File: src/rtl/fetch_pkg.sv
// Shared types, constants and PC helpers for the instruction fetch stage.
// Optional performance counters are enabled with INSTR_FETCH_PERF_EN.
package fetch_pkg;

  localparam int ROM_SIZE = 256;
  localparam int INSTR_W  = 9;
  localparam int ADDR_W   = $clog2(ROM_SIZE) + 1;
  localparam logic [INSTR_W-1:0] HALT_INSTR = 9'b111000000;

  typedef logic [ADDR_W-1:0]  addr_t;
  typedef logic [INSTR_W-1:0] instr_t;

  typedef enum logic [1:0] {
    IDLE   = 2'd0,
    RUN    = 2'd1,
    HALTED = 2'd2
  } fetch_state_e;

  // Sequential PC: the last ROM word is followed by word 0.
  function automatic addr_t next_pc(input addr_t pc);
    return (pc == addr_t'(ROM_SIZE - 1)) ? '0 : pc + 1'b1;
  endfunction

  // Redirect targets beyond the ROM fold back into it.
  function automatic addr_t mask_addr(input addr_t addr);
    return ADDR_W'(int'(addr) % ROM_SIZE);
  endfunction

endpackage

File: src/rtl/instr_fetch_if.sv
// ROM bus and IF/ID register outputs of the fetch stage.
// master = fetch stage, slave = ROM + decode side.
interface instr_fetch_if;
  import fetch_pkg::*;

  addr_t  instr_addr;
  instr_t instr_in;
  instr_t ifid_instr;
  addr_t  ifid_pc;
  logic   ifid_valid;

  modport master (
    output instr_addr,
    input  instr_in,
    output ifid_instr,
    output ifid_pc,
    output ifid_valid
  );

  modport slave (
    input  instr_addr,
    output instr_in,
    input  ifid_instr,
    input  ifid_pc,
    input  ifid_valid
  );

endinterface

File: src/rtl/fetch_perf_ctr.sv
// Pair of saturating 16-bit event counters for the fetch stage; only
// instantiated when INSTR_FETCH_PERF_EN is defined.
module fetch_perf_ctr (
  input  logic        clk,
  input  logic        rst_n,
  input  logic        clr,
  input  logic        fetch_inc,
  input  logic        bubble_inc,
  output logic [15:0] fetch_count,
  output logic [15:0] bubble_count
);

  // Count fetches and bubbles, sticking at all-ones; start clears both.
  always_ff @(posedge clk or negedge rst_n) begin
    if (!rst_n) begin
      fetch_count  <= '0;
      bubble_count <= '0;
    end else if (clr) begin
      fetch_count  <= '0;
      bubble_count <= '0;
    end else begin
      if (fetch_inc && (fetch_count != 16'hFFFF))
        fetch_count <= fetch_count + 16'd1;
      if (bubble_inc && (bubble_count != 16'hFFFF))
        bubble_count <= bubble_count + 16'd1;
    end
  end

endmodule

File: src/rtl/instr_fetch.sv
// Instruction fetch stage: owns the PC, addresses the async-read ROM and
// registers the returned word into IF/ID. Handles start, stall, branch
// redirect with flush, and halt detection.
// Define INSTR_FETCH_PERF_EN to add fetch_count/bubble_count outputs.
module instr_fetch
  import fetch_pkg::*;
(
  input  logic                 clk,
  input  logic                 rst_n,
  input  logic                 start,
  input  addr_t                start_addr,
  input  logic                 stall,
  input  logic                 branch_taken,
  input  addr_t                branch_target,
  instr_fetch_if.master        bus,
  output logic                 running,
  output logic                 done
`ifdef INSTR_FETCH_PERF_EN
  ,
  output logic [15:0]          fetch_count,
  output logic [15:0]          bubble_count
`endif
);

  fetch_state_e state_q, state_d;
  addr_t        pc_q, pc_d;
  instr_t       ifid_instr_q, ifid_instr_d;
  addr_t        ifid_pc_q, ifid_pc_d;
  logic         ifid_valid_q, ifid_valid_d;

  // State, PC and IF/ID registers.
  // NOTE: sequential state uses non-blocking (<=) so every register samples
  // the pre-edge values; blocking here would create order-dependent races.
  always_ff @(posedge clk or negedge rst_n) begin
    if (!rst_n) begin
      state_q      <= IDLE;
      pc_q         <= '0;
      ifid_instr_q <= '0;
      ifid_pc_q    <= '0;
      ifid_valid_q <= 1'b0;
    end else begin
      state_q      <= state_d;
      pc_q         <= pc_d;
      ifid_instr_q <= ifid_instr_d;
      ifid_pc_q    <= ifid_pc_d;
      ifid_valid_q <= ifid_valid_d;
    end
  end

  // Next-state and next-register logic; priority in RUN is
  // branch > stall > halt > normal fetch.
  always_comb begin
    // NOTE: every output gets a hold default first so no path through the
    // case leaves a signal unassigned, which would infer a latch.
    state_d      = state_q;
    pc_d         = pc_q;
    ifid_instr_d = ifid_instr_q;
    ifid_pc_d    = ifid_pc_q;
    ifid_valid_d = ifid_valid_q;

    unique case (state_q)
      IDLE: begin
        ifid_valid_d = 1'b0;
        if (start) begin
          pc_d    = start_addr;
          state_d = RUN;
        end
      end

      RUN: begin
        if (branch_taken) begin
          // Wrong-path word (even a halt) is discarded.
          pc_d         = mask_addr(branch_target);
          ifid_valid_d = 1'b0;
        end else if (stall) begin
          // Hold everything for decode back-pressure.
        end else if (bus.instr_in == HALT_INSTR) begin
          ifid_instr_d = bus.instr_in;
          ifid_pc_d    = pc_q;
          ifid_valid_d = 1'b1;
          state_d      = HALTED;
        end else begin
          ifid_instr_d = bus.instr_in;
          ifid_pc_d    = pc_q;
          ifid_valid_d = 1'b1;
          pc_d         = next_pc(pc_q);
        end
      end

      HALTED: begin
        if (start) begin
          pc_d         = start_addr;
          ifid_valid_d = 1'b0;
          state_d      = RUN;
        end else if (!stall) begin
          ifid_valid_d = 1'b0;
        end
      end

      default: begin
        state_d      = IDLE;
        ifid_valid_d = 1'b0;
      end
    endcase
  end

  assign bus.instr_addr = pc_q;
  assign bus.ifid_instr = ifid_instr_q;
  assign bus.ifid_pc    = ifid_pc_q;
  assign bus.ifid_valid = ifid_valid_q;

  assign running = (state_q == RUN);
  assign done    = (state_q == HALTED);

`ifdef INSTR_FETCH_PERF_EN
  logic ctr_clr, fetch_inc, bubble_inc;

  // A start only counts when it is accepted (not ignored in RUN).
  assign ctr_clr    = start && (state_q != RUN);
  assign fetch_inc  = (state_q == RUN) && !branch_taken && !stall;
  assign bubble_inc = (state_q == RUN) && (branch_taken || stall);

  fetch_perf_ctr u_perf (
    .clk          (clk),
    .rst_n        (rst_n),
    .clr          (ctr_clr),
    .fetch_inc    (fetch_inc),
    .bubble_inc   (bubble_inc),
    .fetch_count  (fetch_count),
    .bubble_count (bubble_count)
  );
`endif

endmodule
File: src/flat_wrapper.sv
// flat-port wrapper written by rule: the top's interface ports become plain ports
module instr_fetch_flat import fetch_pkg::*;
  (clk, rst_n, start, start_addr, stall, branch_taken, branch_target, running, done, bus_instr_addr, bus_instr_in, bus_ifid_instr, bus_ifid_pc, bus_ifid_valid);
  instr_fetch_if bus_i ();
  input  logic clk;
  input  logic rst_n;
  input  logic start;
  input  addr_t start_addr;
  input  logic stall;
  input  logic branch_taken;
  input  addr_t branch_target;
  output logic running;
  output logic done;
  output wire logic [$bits(bus_i.instr_addr)-1:0] bus_instr_addr;
  input wire logic [$bits(bus_i.instr_in)-1:0] bus_instr_in;
  output wire logic [$bits(bus_i.ifid_instr)-1:0] bus_ifid_instr;
  output wire logic [$bits(bus_i.ifid_pc)-1:0] bus_ifid_pc;
  output wire logic [$bits(bus_i.ifid_valid)-1:0] bus_ifid_valid;
  assign bus_instr_addr = bus_i.instr_addr;
  assign bus_i.instr_in = bus_instr_in;
  assign bus_ifid_instr = bus_i.ifid_instr;
  assign bus_ifid_pc = bus_i.ifid_pc;
  assign bus_ifid_valid = bus_i.ifid_valid;
  instr_fetch u_core (.clk(clk), .rst_n(rst_n), .start(start), .start_addr(start_addr), .stall(stall), .branch_taken(branch_taken), .branch_target(branch_target), .bus(bus_i), .running(running), .done(done));
endmodule
File: config.mk
export PLATFORM = sky130hd
export DESIGN_NAME = instr_fetch_flat
export DESIGN_NICKNAME = d
export VERILOG_FILES = /design/src/rtl/fetch_pkg.sv /design/src/rtl/instr_fetch_if.sv /design/src/rtl/fetch_perf_ctr.sv /design/src/rtl/instr_fetch.sv /design/src/flat_wrapper.sv
export SDC_FILE = /design/constraint.sdc
export NUM_CORES = 1
export LEC_CHECK = 0
export CAP_MARGIN = 20
export CORE_MARGIN = 1.5
export CORE_UTILIZATION = 52
export DETAILED_ROUTE_END_ITERATION = 12
export DONT_BUFFER_PORTS = 1
export PLACE_DENSITY = 0.74
export RECOVER_POWER = 25
export REMOVE_ABC_BUFFERS = 1
export SYNTH_ARGS = -nofsm -noshare
export SYNTH_HDL_FRONTEND = slang
export SYNTH_SLANG_ARGS = --single-unit
File: constraint.sdc
create_clock -name clk -period 3.6 [get_ports clk]
set_input_delay 0.72 -clock clk [delete_from_list [all_inputs] [get_ports clk]]
set_output_delay 0.72 -clock clk [all_outputs]
set_load 0.05 [all_outputs]
# Word level (Yosys, flattened, before mapping)
# Cells that the tools add are included.
# word_totals
reg_bits	30
inputBits	32
out_inout_bits	30
word_cells	42
# classes
addsub	1
n_eq_ne	11
muxes	16
bitwise_logic	2
reduce_logical	7
# ops
op	count
two-way mux 9 bit	5
one-hot mux 9 bit (2 select lines)	1
adder 9 x 1 -> 9 bit (second input constant)	1
equality test 9 x 8 -> 1 bit (second input constant)	1
equality test 9 bit (second input constant)	1
!= test 3 bit (second input constant)	3
two-way mux 2 bit	4
AND reduction 4 bit	2
two-way mux 1 bit	4
!= test 2 x 1 -> 1 bit (second input constant)	2
!= test 2 bit (second input constant)	2
one-hot mux 2 bit (2 select lines)	1
AND reduction 3 bit	1
equality test 2 x 1 -> 1 bit (second input constant)	1
equality test 2 bit (second input constant)	1
zero test 2 bit	1
inverter 1 bit	2
one-hot mux 1 bit (2 select lines)	1
AND reduction 2 bit	1
nonzero test 2 bit	1
OR reduction 2 bit	1

# Longest topological paths before layout
# depth
word_depth	6
ltp_mapped	7
ltp_nobuf	6

# Worst setup path after synthesis
# OpenSTA, ideal clock, no wires.
# synth_timing
path_type	input to register
from	input branch_taken
to	register u_core.pc_q[7], in the netlist u_core.bus.instr_addr[7]
setup_time_ns	0.080
arrival_ns	2.010
required_time_ns	3.520
setup_slack_ns	1.510
stages	6
n_path_buf	2
path_cell_list	buf_6 -> or4_4 -> o31a_1 -> buf_6 -> o2111a_1 -> nor3_2
# synth_between
elab_chain_cells	2
word_cells_on_any_way	5
cone_classes	eq/ne: 2; mux: 2; reduce/logical: 1
# synth_rtl
item	line_no	text
start: declaration	flat_wrapper.sv:10	input logic branch_taken;
!= test 3 bit (no source line) or two-way mux 9 bit (tied branches)	n/a	
AND reduction 4 bit (no source line) or one-hot mux 9 bit (2 select lines) (tied branches)	n/a	
end signal: assignment	instr_fetch.sv:43	pc_q <= pc_d;
end: declaration	instr_fetch.sv:26	addr_t pc_q, pc_d;
# Parallel ways exist; a longest one is shown, timed or not.
# A chain may end at the register's enable or synchronous reset.

# Final worst setup path
# layout_timing
from	register u_core.state_q[0]
to	output done
# layout_between
elab_chain_cells	1
# layout_rtl
item	line_no	text
start: declaration	instr_fetch.sv:25	fetch_state_e state_q, state_d;
start signal: assignment	instr_fetch.sv:42	state_q <= state_d;
equality test 2 bit	instr_fetch.sv:113	assign done = (state_q == HALTED);
end: declaration	flat_wrapper.sv:13	output logic done;
# No other way between the ends.

==> reports/metrics.yaml <==
status:
  outcome: "complete, no violations"
floorplan:
  rows: 19
  ioPinCount: 62
  fp.dieH_um: 57.3
  die_area_mm2: 0.00328
  die_x_um: 57.3
  start_util_pct: 55.1
  coreArea_mm2: 0.00278
synthesis:
  synth_xor_area_share_pct: 1.14
  ys_top_cells_by_area: "dfrtp_1 49%, mux2_2 13%, o21ai_0 4.2%, nand2_1 3.9%, nor2_1 2.7%"
  ys_async_sr_fraction_pct: 100
  synth-compound-area-share_pct: 14.3
  synth_mux_area_share_pct: 14.5
  synth-edff-count: 0
  ys_warn_count: 0
  synth_commonest_cells: "30 x dfrtp_1, 18 x mux2_2, 16 x nand2_1, 13 x o21ai_0, 11 x nor2_1"
  synthesis.area_mm2: 0.00153
  synth_top_area_share_pct: 49.0
  synth.distinct_cells: 36
  avgSynthCellArea_um2: 10.6
  ys_seq_area_share_pct: 49.0
  synth_simple_gate_area_share_pct: 16.7
  synth_top_family_by_area: "simple AND/OR/NAND/NOR gates"
  ys.flop_type: "dfrtp_1"
  synthCells: 145
  yosysMostFrequentCell: "dfrtp_1"
  ys_ff_latch: 30
  synth_fa_ha_area_share_pct: 0.817
  yosysTopAreaCell: "dfrtp_1"
finish:
  fin_cells: 178
  antenna_cells: 0
  areaGrowthSynthToFinish_pct: 4.90
  drive_above_1_share_pct: 20.4
  fin_nets: 179
  final.fill_count: 249
sta:
  setup_violations: 0
  worstMarginPinSlew_ps: 971
  finalSetupTns_ps: 0
  period_share_pct: 70.2
  finClkSkew_ps: 6.26
  maxSlewHeadroom_pct: 35.1
  hold_violations: 0
  maxSlewViolCount: 0
  min_period_ps: 2530
  rsz0062_at_grt: "false"
  clock.fmax_ghz: 0.396
  final.setup.worst_slack_ps: 1070
power_and_ir_drop:
  p_clk_share_pct: 25.5
  power.leakage_nw: 0.692
  ir_drop_mv: 0.544
  power_density_mw_per_mm2: 636
  p_seq_share_pct: 63.2
  power_w: 0.00102
  internal_power_w: 0.000596
  p_sw_w: 0.000425
  pwr-share-comb_pct: 11.3
  switching_share_pct: 41.6
detailed_routing:
  wire_per_inst_um: 17.8
  drc: 0
  via_per_inst: 6.22
  drt_wl_total_mm: 3.17
  via_count: 1107
  drt_pass1_iterations: 4
  ant_nets: 0
  drt_iter0_markers: 26
critical_path:
  crit_slowest_cell: "nor2b_1"
  crit_family: "simple AND/OR/NAND/NOR gates"
  end_kind: "output port"
  max_stage_delay_ps: 850
  required_ps: 2880
  path_buf_inv: 0
  worstPathArrival_ps: 1810
  worstSetupPathType: "flop to output port"
  critPathLaunchType: "flop"
  path_cells: "nor2b_1"
  crit_fanout: 19
placement:
  place.gp.congestion: 0.803
  hpwlAfterDp_mm: 2.32
  post-place-ws_ps: 1230
  place_inst: 170
  io_buffers: 0
clock_network:
  cts_resized: 0
  cts_max_level: 2
  cts.clk_slew.worst_paths_ps: 90
  cts_sinks: 30
  clk_latency_ps: 330
  cts_made_buffers: 5
  cts_tree: "built"
  post_cts_buffers: 0
  cts.path.max_buffers: 2
  cts_root_buffer: "clkbuf_4"
  hold_buffers: 0
global_routing:
  grt_util_met2_pct: 35.5
  antenna_found_initial: 0
  overflow: 0
  grt_pass1_wl_mm: 5.11
  met3_usage_pct: 9.30
  grt_pass1_vias: 1129
  top_usage_layer: "met2"
  grt_max_degree: 31
  grt_use_met1_pct: 24.7
  grt_usage_pct: 21.0
min_path:
  min_path_type: "input pin to asynchronous set/reset pin"
job:
  timing.max_cap.violations: 0
per-stage QoR:
step / utilization [%] / hold slack [ps] / area (um^2)
floorplan: - / 424 / 1490
global placement: 55.0 / 425 / 1530
detailed placement: 55.0 / 425 / 1530
CTS: 57.8 / 60.2 / 1610
global route: 57.8 / 32.9 / 1610
finish: 57.8 / 69.0 / 1610
path summary, 6_finish.rpt:
check	start	end	slack, ps	depth (start not counted)
min reg2reg	u_core.state_q[1]$_DFFE_PN0P_	u_core.bus.ifid_valid$_DFFE_PN0P_	680	3
max reg2reg	u_core.state_q[0]$_DFFE_PN0P_	u_core.bus.ifid_pc[7]$_DFFE_PN0P_	1240	3
min	rst_n	u_core.bus.ifid_pc[5]$_DFFE_PN0P_	70	0
max in group asynchronous	rst_n	u_core.bus.ifid_instr[5]$_DFFE_PN0P_	3450	0
min in group clk	stall	u_core.bus.ifid_valid$_DFFE_PN0P_	460	1
max	u_core.state_q[0]$_DFFE_PN0P_	done	1070	1
power by group through the flow:
stage	clock, W	combinational, W	sequential, W
finish	0.000261	0.000115	0.000646
global route	0.000285	0.000133	0.000654
CTS	0.000267	0.000117	0.000647
detailed placement	0	0.000116	0.000654
global placement	0	0.000111	0.000650
floorplan	0	0.000101	0.000635
registers in the layout, indices dropped and copies added, names as in the netlist:
| signal | count |
|---|---|
| u_core.bus.ifid_valid | 1 |
| u_core.bus.ifid_instr | 9 |
| u_core.bus.instr_addr | 9 |
| u_core.bus.ifid_pc | 9 |
| u_core.state_q | 2 |
layer usage:
layer	vias to the layer above	wire length, um
met5	-	0
met4	0	23
met2	48	1600
met3	4	293
li1	522	-
met1	533	1250
kinds of logic (layout without fill, tap and decap cells):
family / Yosys count / count (layout)
fa+ha+maj: 1 / 1
xor+xnor: 2 / 2
mux: 20 / 20
flops: 30 / 30
simple gates: 49 / 49
buf+inv: 9 / 11
compound gates: 34 / 34
placed cells by master, fill, tap and decap left out:
cell type,n
dfrtp_1,30
nor2_1,11
nand2b_1,3
o21ai_1,1
nor3_2,1
o31a_1,1
xnor2_1,2
o31ai_1,1
and3_1,3
nand4b_1,1
nand2_1,16
o2111a_1,1
nor3_4,1
nor4b_1,1
mux2_2,18
bufinv_16,1
inv_1,3
nor3_1,3
o22ai_1,1
nand4_1,1
o311ai_0,1
nand3_1,2
ha_1,1
nor2b_1,5
a21oi_1,8
o21ai_0,13
a21o_1,1
mux2i_1,2
clkbuf_4,5
clkinv_2,2
or4_4,1
o32ai_1,1
a21boi_0,1
a22oi_1,2
a31oi_1,1
o31ai_4,1
cell type report:
type                    count  area [um^2]  area share [%]
clock buffers               5         37.5            2.34
multi-input cells         106          728            45.3
inverters                   3         11.3           0.701
well taps                  31         38.8            2.41
clock inverters             3         40.0            2.49
flip-flops and latches     30          751            46.7
No activity file was read; power rests on OpenSTA's default activity.
